`src/rtl/lfsr_arb_ctrl.sv`:
```
// Round-robin burst arbiter feeding an LFSR word stream: gnt/dout_valid one cycle after req, dout holds while dout_ready is low.
// Optional 16-bit stall counter output when LFSR_ARB_STALL_CNT_EN is defined.
module lfsr_arb_ctrl #(
  parameter int                    DATA_WIDTH = 8,
  parameter logic [DATA_WIDTH-1:0] POLY       = 8'b00001001,
  parameter int                    N_REQ      = 4,
  parameter int                    LEN_WIDTH  = 8
) (
  input  logic                       clk,
  input  logic                       rst,
  input  logic [N_REQ-1:0]           req,
  input  logic [N_REQ*LEN_WIDTH-1:0] burst_len,
  input  logic [DATA_WIDTH-1:0]      seed,
  input  logic                       seed_load,
  output logic [N_REQ-1:0]           gnt,
  output logic [DATA_WIDTH-1:0]      dout,
  output logic                       dout_valid,
  input  logic                       dout_ready,
  output logic                       busy,
`ifdef LFSR_ARB_STALL_CNT_EN
  output logic [15:0]                stall_cnt,
`endif
  output logic                       done
);

  localparam int PW = (N_REQ > 1) ? $clog2(N_REQ) : 1;
  localparam logic [DATA_WIDTH-1:0] LFSR_ONE = {{(DATA_WIDTH-1){1'b0}}, 1'b1};

  typedef enum logic [1:0] {IDLE, RUN, DONE} state_t;

  state_t                state, state_nxt;
  logic [DATA_WIDTH-1:0] lfsr, lfsr_nxt;
  logic [LEN_WIDTH-1:0]  cnt;
  logic [PW-1:0]         ptr, win, pick;
  logic                  pick_vld;
  logic                  hs;
  int                    idx;

  // Round-robin search: first requester at or after ptr, wrapping.
  always_comb begin
    pick     = '0;
    pick_vld = 1'b0;
    idx      = 0;
    for (int k = 0; k < N_REQ; k++) begin
      idx = int'(ptr) + k;
      if (idx >= N_REQ) idx = idx - N_REQ;
      if (!pick_vld && req[idx]) begin
        pick     = PW'(idx);
        pick_vld = 1'b1;
      end
    end
  end

  always_comb begin
    state_nxt = state;
    case (state)
      IDLE:    if (|req) state_nxt = RUN;
      RUN:     if ((cnt == '0) || (hs && (cnt == LEN_WIDTH'(1)))) state_nxt = DONE;
      DONE:    state_nxt = IDLE;
      default: state_nxt = IDLE;
    endcase
  end

  always_comb begin
    gnt = '0;
    if (state == RUN) gnt[win] = 1'b1;
  end

  assign dout_valid = (state == RUN) && (cnt != '0);
  assign hs         = dout_valid & dout_ready;
  assign busy       = (state == RUN) || (state == DONE);
  assign done       = (state == DONE);
  assign dout       = lfsr;
  assign lfsr_nxt   = {^(lfsr & POLY), lfsr[DATA_WIDTH-1:1]};

  always_ff @(posedge clk) begin
    if (rst) begin
      state <= IDLE;
      lfsr  <= LFSR_ONE;
      ptr   <= '0;
      cnt   <= '0;
      win   <= '0;
    end else begin
      state <= state_nxt;
      if (state == IDLE) begin
        // All-zero seed would lock the LFSR, so it loads as 1.
        if (seed_load) lfsr <= (seed == '0) ? LFSR_ONE : seed;
        if (pick_vld) begin
          win <= pick;
          cnt <= burst_len[int'(pick)*LEN_WIDTH +: LEN_WIDTH];
        end
      end
      if (hs) begin
        lfsr <= lfsr_nxt;
        cnt  <= cnt - LEN_WIDTH'(1);
      end
      if (state == DONE) ptr <= (win == PW'(N_REQ-1)) ? '0 : win + PW'(1);
    end
  end

`ifdef LFSR_ARB_STALL_CNT_EN
  always_ff @(posedge clk) begin
    if (rst) begin
      stall_cnt <= '0;
    end else if ((state == IDLE) && (|req)) begin
      stall_cnt <= '0;
    end else if (dout_valid && !dout_ready && (stall_cnt != 16'hFFFF)) begin
      stall_cnt <= stall_cnt + 16'd1;
    end
  end
`endif

endmodule

```
`config.mk`:
```
export PLATFORM = sky130hd
export DESIGN_NAME = lfsr_arb_ctrl
export DESIGN_NICKNAME = d
export VERILOG_FILES = /design/src/rtl/lfsr_arb_ctrl.sv
export SDC_FILE = /design/constraint.sdc
export NUM_CORES = 1
export LEC_CHECK = 0
export BUFFER_PORTS_ARGS = -buffer_cell sky130_fd_sc_hd__buf_2
export CAP_MARGIN = 25
export CORE_ASPECT_RATIO = 1.4
export CORE_UTILIZATION = 48
export DETAILED_ROUTE_END_ITERATION = 8
export PLACE_DENSITY = 0.76
export SETUP_SLACK_MARGIN = 0.02
export SLEW_MARGIN = 20
export SYNTH_ARGS = -nofsm -noshare
export SYNTH_HDL_FRONTEND = slang
export SYNTH_SLANG_ARGS = --single-unit
export TNS_END_PERCENT = 20
```
`constraint.sdc`:
```
create_clock -name clk -period 2.39 [get_ports clk]
set_input_delay 0.3585 -clock clk [delete_from_list [all_inputs] [get_ports clk]]
set_output_delay 0.3585 -clock clk [all_outputs]
set_load 0.05 [all_outputs]
```
==> flow_summary.yaml, run 1 <==
floorplan:
  die_h_um: 69.9
  ios: 63
  initial_core_util: 0.507
  die_area_um2: 3530
  core_area_um2: 3120
  num_rows: 24
  die_w_um: 50.5
setup_path:
  required_ps: 2550
  rr_startpoint: "ptr[1]"
  cp_max_fo: 16
  reg2regPathDepth: 6
  start_kind: "register"
  regToRegSetupSlack_ps: 200
  crit_type: "register to register"
  worst_r2r_endpoint: "cnt[6]"
  worstPathArrival_ps: 2350
  worstSetupEndpointType: "register"
worst_hold_path:
  whs_endpoint: "dout[6]"
  hp-class: "primary input to register"
  worstHoldStart: "seed[6]"
  holdPathStages: 3
synth:
  yosys_most_used_dff: "dfxtp_1"
  synth_seq_cells: 22
  synth_edf_count: 0
  synth-async-reset-ratio: 0
  yosysSeqAreaShare: 0.278
  synth_cell_types: 43
  synthesis.area_um2: 1580
  netlist_instances: 203
  synth_fp_nets: 260
  synth_area_per_cell_um2: 7.80
  yosysWarnings: 0
pwr:
  peakVddDrop_mv: 0.682
  powerDensity_nw_per_um2: 1190
  power_leakage_nw: 0.909
detailed_routing:
  finalWirelength_um: 4020
  drtIter0Drc: 59
  drt_pass1_iterations: 4
  ant_nets: 0
  wire_per_inst_um: 13.3
  avgViaCountPerCell: 5.79
  drc: 0
  vias: 1748
place:
  dp_hpwl_um: 3060
  port_buffers: 62
  place.gp.congestion: 0.892
  place_area_um2: 1920
sta:
  tightest_slew_ps: 547
  skew_ps: 1.52
  fmax_mhz: 457
  setup_viol: 0
  drv_slew: 0
  rsz0062_at_grt: "no"
  timing.setup.tns_ps: 0
  hold_viol: 0
  slew_headroom: 0.631
  min_period_ps: 2190
  fin_crit_sh: 0.915
clock_network:
  cts_setup_buffers: 0
  cts_tree: "yes"
  clk_pin_slew_ps: 80
  cts_resized: 0
  numCtsBuffers: 3
  holdBufCountCts: 0
  root_buffer: "clkbuf_8"
  insertion_delay_ps: 260
  htreeDepth: 1
  clock_tree.buffer_depth: 2
  clock_sinks: 22
status:
  outcome: "completed"
final_layout:
  fin_nets: 321
  drive_gt1_frac: 0.300
  area_growth_pct: 24.8
  design_area_um2: 1980
  diodes: 0
run:
  cap_violations: 0
grt:
  antenna_found_initial: 0
  grt_pass1_wl_um: 6680
  grt_use_total: 0.238
  grt_overflow: 0
  grt_pass1_vias: 1587
  grt_max_degree: 23
## critical path, stage by stage, from the launching register on
cell	delay [ps]
dfxtp_1	430
mux2i_1	210
o22a_1	370
nand2_2	300
mux2i_1	190
a211o_1	300
a221oi_1	280
## through the flow
| stage | util | total power, mW | setup slack (ps) | hold slack (ps) | std cells |
|---|---|---|---|---|---|
| after floorplan | - | 1.76 | 345 | 437 | 203 |
| after global placement | 0.615 | 2.06 | 316 | 483 | 298 |
| after detailed placement | 0.615 | 2.08 | 225 | 494 | 298 |
| after CTS | 0.633 | 2.35 | 208 | 391 | 302 |
| after global routing | 0.633 | 2.52 | 35.6 | 401 | 302 |
| final | 0.633 | 2.35 | 203 | 389 | 302 |
## cells in the mapped netlist, types with 3 or more instances
| library cell | instances | area (um^2) |
|---|---|---|
| nand2_1 | 23 | 86.3 |
| dfxtp_1 | 22 | 440 |
| nor2_1 | 19 | 71.3 |
| a21oi_1 | 17 | 85.1 |
| ha_1 | 9 | 113 |
| nand3_1 | 9 | 45.0 |
| nor3_1 | 8 | 40.0 |
| a211oi_1 | 7 | 52.6 |
| a311oi_1 | 7 | 61.3 |
| and2_1 | 7 | 43.8 |
| and3_1 | 7 | 43.8 |
| inv_1 | 7 | 26.3 |
| mux2i_1 | 7 | 70.1 |
| a211o_1 | 5 | 43.8 |
| clkbuf_1 | 5 | 18.8 |
| o21a_1 | 4 | 30.0 |
| a31oi_1 | 3 | 18.8 |
| mux2_2 | 3 | 33.8 |
| nor4_1 | 3 | 18.8 |
## power breakdown
part	switching, mW	total (mW)	internal (mW)
registers	0.137	0.640	0.503
logic	0.929	1.44	0.508
clock network	0.123	0.270	0.147
total	1.19	2.35	1.16
## layer usage
layer  GRT usage  share of wire  up-vias
met1       0.278           0.42      809
li1            -              -      868
met3      0.0392          0.064        6
met4      0.0802          0.014        0
met2       0.425           0.50       65
met5           0              0        -
## area by class of cell
cell class	count	area (um^2)
Clock buffer	4	55.1
Fill cell	307	1150
Inverter	7	26.3
Multi-Input combinational cell	164	1060
Sequential cell	22	440
Tap cell	39	48.8
Timing Repair Buffer	66	340
## worst max-delay path by stage
stage / startpoint / endpoint / cells past startpoint / slack, ps
after floorplan: cnt[0] / cnt[5] / 10 / 350
after global placement: cnt[0] / cnt[5] / 8 / 320
after detailed placement: req[2] / cnt[6] / 7 / 230
after CTS: cnt[0] / cnt[5] / 8 / 210
after global routing: cnt[0] / cnt[5] / 8 / 40
final: ptr[1] / cnt[6] / 6 / 200
## cell families (layout without fill, tap and decap cells)
| family | count (synthesis) | count (layout) | synth area share |
|---|---|---|---|
| DFF | 22 | 22 | 0.278 |
| AOI/OAI and AO/OA | 58 | 58 | 0.262 |
| xor gates and xnor gates | 2 | 2 | 0.0111 |
| buffers and inverters | 17 | 77 | 0.0490 |
| muxes | 10 | 10 | 0.0656 |
| and+or+nand+nor | 85 | 85 | 0.262 |
| adders and majority gates | 9 | 9 | 0.0711 |
## cell usage in the layout, fill, tap and decap left out, types with 3 or more instances in the layout
cell       n
a211o_1    5
a211oi_1   7
a21oi_1   17
a311oi_1   7
a31oi_1    3
and2_1     7
and3_1     7
buf_2     62
buf_4      4
clkbuf_8   4
dfxtp_1   22
ha_1       9
inv_1      7
mux2_2     3
mux2i_1    7
nand2_1   23
nand3_1    9
nor2_1    19
nor3_1     8
nor4_1     3
o21a_1     4
## state kept, by name (all words and copies together), names as in the netlist
| register | flops |
|---|---|
| cnt | 8 |
| dout | 8 |
| win | 2 |
| ptr | 2 |
| state | 2 |
(Power assumes the default switching activity.)
==> run 2: changes to the inputs <==
PLACE_DENSITY = not set   (was 0.76)
PLACE_DENSITY_LB_ADDON = 0.1   (was not set)
==> run 2 against run 1 <==
  * Global-route usage up 0.75 points
  * Core utilization down 0.20 points
  * Flip-flop and latch count unchanged
  * Sequential power about the same
  * Die area unchanged
  * First-iteration DRC count down 39%
  * Total power down 0.22%
  * Clock power down 14%
  * Largest power group unchanged
  * Register-to-register slack about the same
  * Critical endpoint is now cnt[5]
  * Highest routed layer unchanged
==> flow_summary.yaml, run 2 (same netlist as run 1, synthesis figures left out) <==
place:
  dp_worst_setup_slack_ps: 249
  place_area_um2: 1930
  placedCellCount: 299
  place.gp.congestion: 0.825
  dp_hpwl_um: 3130
  port_buffers: 62
pwr:
  p_seq_frac: 0.273
  p_clk_frac: 0.099
  power.total_mw: 2.34
  powerDensity_nw_per_um2: 1190
  peakVddDrop_mv: 0.752
  intPower_mw: 1.14
  combinationalPowerShare: 0.628
  p_switching_mw: 1.20
  p_sw_frac: 0.514
  power_leakage_nw: 0.906
clock_network:
  root_buffer: "clkbuf_8"
  cts_setup_buffers: 0
  htreeDepth: 1
  insertion_delay_ps: 260
  cts_resized: 0
  clk_pin_slew_ps: 80
  clock_tree.buffer_depth: 2
  holdBufCountCts: 0
  numCtsBuffers: 3
  clock_sinks: 22
  cts_tree: "yes"
grt:
  grt_overflow: 0
  grt_pass1_vias: 1590
  grt_max_degree: 23
  grt_use_total: 0.245
  grt_pass1_wl_um: 6850
  antenna_found_initial: 0
setup_path:
  crit_type: "register to register"
  cp_max_fo: 10
  reg2regPathDepth: 8
  start_kind: "register"
  rr_startpoint: "cnt[0]"
  worstSetupEndpointType: "register"
  required_ps: 2580
  worstPathArrival_ps: 2390
  worst_r2r_endpoint: "cnt[5]"
  regToRegSetupSlack_ps: 190
detailed_routing:
  drc: 0
  avgViaCountPerCell: 5.75
  drt_pass1_iterations: 4
  finalWirelength_um: 4180
  wire_per_inst_um: 13.8
  vias: 1736
  drtIter0Drc: 36
  ant_nets: 0
final_layout:
  final_common_cell: "buf_2"
  fill_cells: 314
  utilization: 0.631
  diodes: 0
  design_area_um2: 1970
  fin_nets: 322
  area_growth_pct: 24.4
  final_cells: 302
  drive_gt1_frac: 0.300
  final_cell_mix: "62 x buf_2, 23 x nand2_1, 22 x dfxtp_1"
floorplan:
  die_w_um: 50.5
  die_h_um: 69.9
  num_rows: 24
  die_area_um2: 3530
  initial_core_util: 0.507
  core_area_um2: 3120
  ios: 63
sta:
  skew_ps: 4.93
  tightest_slew_ps: 453
  timing.setup.tns_ps: 0
  min_period_ps: 2200
  fmax_mhz: 455
  fin_crit_sh: 0.919
  hold_viol: 0
  setup_viol: 0
  drv_slew: 0
  fin_ws_ps: 193
  rsz0062_at_grt: "no"
  timing.hold.ws_ps: 389
  slew_headroom: 0.695
run:
  cap_violations: 0
worst_hold_path:
  hp-class: "primary input to register"
  holdPathStages: 3
  whs_endpoint: "dout[4]"
  worstHoldStart: "seed[4]"
status:
  outcome: "completed"
[run 2: worst max path at each step]
stage	slack [ps]	endpoint	cells past startpoint	from
2_1_floorplan	350	cnt[5]	10	cnt[0]
3_3_place_gp	290	cnt[5]	8	cnt[0]
3_5_place_dp	250	cnt[5]	8	cnt[0]
4_1_cts	200	cnt[5]	8	cnt[0]
5_1_grt	20	cnt[5]	8	cnt[0]
6_report	190	cnt[5]	8	cnt[0]
[run 2: power by group through the flow]
stage          clock network, mW  registers [mW]  logic (mW)
6_report                   0.231           0.639        1.47
5_1_grt                    0.249           0.656        1.61
4_1_cts                    0.232           0.636        1.47
3_5_place_dp                   0           0.638        1.46
3_3_place_gp                   0           0.641        1.44
2_1_floorplan                  0           0.774       0.989
[run 2: area by class of cell]
type / instances / area [um^2] / share of cell area
clock buffer: 3 / 41.3 / 0.0210
inverter: 7 / 26.3 / 0.0133
multi-input combinational: 164 / 1060 / 0.541
sequential: 22 / 440 / 0.224
tap: 39 / 48.8 / 0.0248
timing repair buffer: 67 / 348 / 0.177
[run 2: metal layers]
metal,GRT usage,vias to the layer above,share of wire,wire length (um)
met1,0.297,786,0.43,1800
met2,0.433,69,0.49,2060
met4,0.0988,0,0.022,90
met3,0.0218,8,0.056,233
met5,0,-,0,0
li1,-,873,-,-
[run 2: critical path, cell delays in order (launching register included)]
cell and delay, ps:
dfxtp_1 390, inv_1 100, ha_1 230, or3b_1 280, o21a_1 380, nand2_1 120, nor2_1 120, mux2_2 350
a211oi_2 170
==> run 3: changes to the inputs <==
BUFFER_PORTS_ARGS = -buffer_cell sky130_fd_sc_hd__buf_4   (was -buffer_cell sky130_fd_sc_hd__buf_2)
==> run 3 against run 2 <==
  * Maximum frequency grew 0.72%
  * Critical path depth did not move
  * Core utilization rose by 5.2 points
  * Wire length fell by 1.9%
  * Sequential power barely moved
  * Via count rose by 0.69%
  * Clock-buffer cell count is the same
  * Combinational power up 4%
  * Global-route usage is 1.1 points lower
  * Total power is 2.7% higher
  * Hold slack better by 1.8 ps
  * Critical path type unchanged
==> flow_summary.yaml, run 3 (same netlist as run 1, synthesis figures left out) <==
grt:
  grt_max_degree: 23
  grt_pass1_wl_um: 6520
  antenna_found_initial: 0
  grt_pass1_vias: 1509
  grt_use_total: 0.235
  grt_overflow: 0
clock_network:
  cts_setup_buffers: 0
  holdBufCountCts: 0
  insertion_delay_ps: 270
  numCtsBuffers: 3
  clk_pin_slew_ps: 80
  clock_tree.buffer_depth: 2
  htreeDepth: 1
  root_buffer: "clkbuf_8"
  cts_tree: "yes"
  cts_resized: 0
  clock_sinks: 22
setup_path:
  worstPathArrival_ps: 2380
  reg2regPathDepth: 8
  rr_startpoint: "cnt[0]"
  required_ps: 2590
  slowest_stage: "or3b_1"
  start_kind: "register"
  max_stage_delay_ps: 460
  regToRegSetupSlack_ps: 210
  worst_r2r_endpoint: "cnt[5]"
  cp_max_fo: 10
  crit_type: "register to register"
  crit_chain: "inv_1 > ha_1 > or3b_1 > o21a_1 > nor2_2 > nor2_1 > mux2_2 > a211oi_2"
  worstSetupEndpointType: "register"
floorplan:
  die_w_um: 50.5
  num_rows: 24
  die_h_um: 69.9
  ios: 63
  initial_core_util: 0.507
  die_area_um2: 3530
  core_area_um2: 3120
detailed_routing:
  drtIter0Drc: 54
  finalWirelength_um: 4100
  drc: 0
  drt_pass1_iterations: 4
  wire_per_inst_um: 13.5
  ant_nets: 0
  vias: 1748
  avgViaCountPerCell: 5.77
pwr:
  powerDensity_nw_per_um2: 1130
  power_leakage_nw: 0.955
  peakVddDrop_mv: 0.884
sta:
  tightest_slew_ps: 494
  fin_crit_sh: 0.913
  min_period_ps: 2180
  fmax_mhz: 458
  drv_slew: 0
  hold_viol: 0
  rsz0062_at_grt: "no"
  timing.hold.ws_ps: 391
  skew_ps: 4.26
  setup_viol: 0
  fin_ws_ps: 209
  slew_headroom: 0.668
  timing.setup.tns_ps: 0
place:
  dp_worst_setup_slack_ps: 229
  port_buffers: 62
  place.gp.congestion: 0.817
  dp_hpwl_um: 3150
final_layout:
  diodes: 0
  final_common_cell: "buf_4"
  fin_nets: 323
  final_cell_mix: "68 x buf_4, 23 x nand2_1, 22 x dfxtp_1"
  area_growth_pct: 34.7
  drive_gt1_frac: 0.303
worst_hold_path:
  whs_endpoint: "dout[4]"
  hp-class: "primary input to register"
  holdPathStages: 3
  worstHoldStart: "seed[4]"
status:
  outcome: "completed"
run:
  cap_violations: 0
## run 3: layout make-up
type	count	area, um^2
multi-input cells	164	1060
fillers	302	991
flip-flops and latches	22	440
repair buffers	68	510
clock buffers	3	41.3
well taps	39	48.8
inverters	7	26.3
## run 3: metal layers
metal / track usage / part of all wire / up-vias
met5: 0 / 0 / -
met4: 0.0988 / 0.023 / 0
met3: 0.0305 / 0.072 / 9
met2: 0.404 / 0.47 / 75
met1: 0.285 / 0.43 / 792
li1: - / - / 872
## run 3: worst max path at each step
stage	start	to	slack (ps)	cells past startpoint
3_5_place_dp	cnt[0]	cnt[5]	230	8
5_1_grt	cnt[0]	cnt[5]	30	8
6_report	cnt[0]	cnt[5]	210	8
2_1_floorplan	cnt[0]	cnt[5]	350	10
3_3_place_gp	cnt[0]	cnt[5]	310	8
4_1_cts	cnt[0]	cnt[5]	210	8
## run 3: metrics by stage
step	util	instances	instance area [um^2]	power (mW)
after floorplan	-	203	1580	1.76
after global placement	0.669	300	2090	2.16
after detailed placement	0.669	300	2090	2.17
after CTS	0.683	303	2130	2.40
after global routing	0.683	303	2130	2.58
final	0.683	303	2130	2.40
## run 3: power by group
group          internal (mW)  total [mW]  switching (mW)
combinational          0.599        1.53           0.934
sequential             0.503       0.637           0.135
clock                  0.113       0.234           0.121
## run 3: critical path, delay by kind of cell (launching register included)
kind | cells | cell delay, ps
fa+ha+maj | 1 | 200
buf+inv | 1 | 100
mux | 1 | 270
compound gates | 2 | 520
flops | 1 | 340
simple gates | 3 | 690
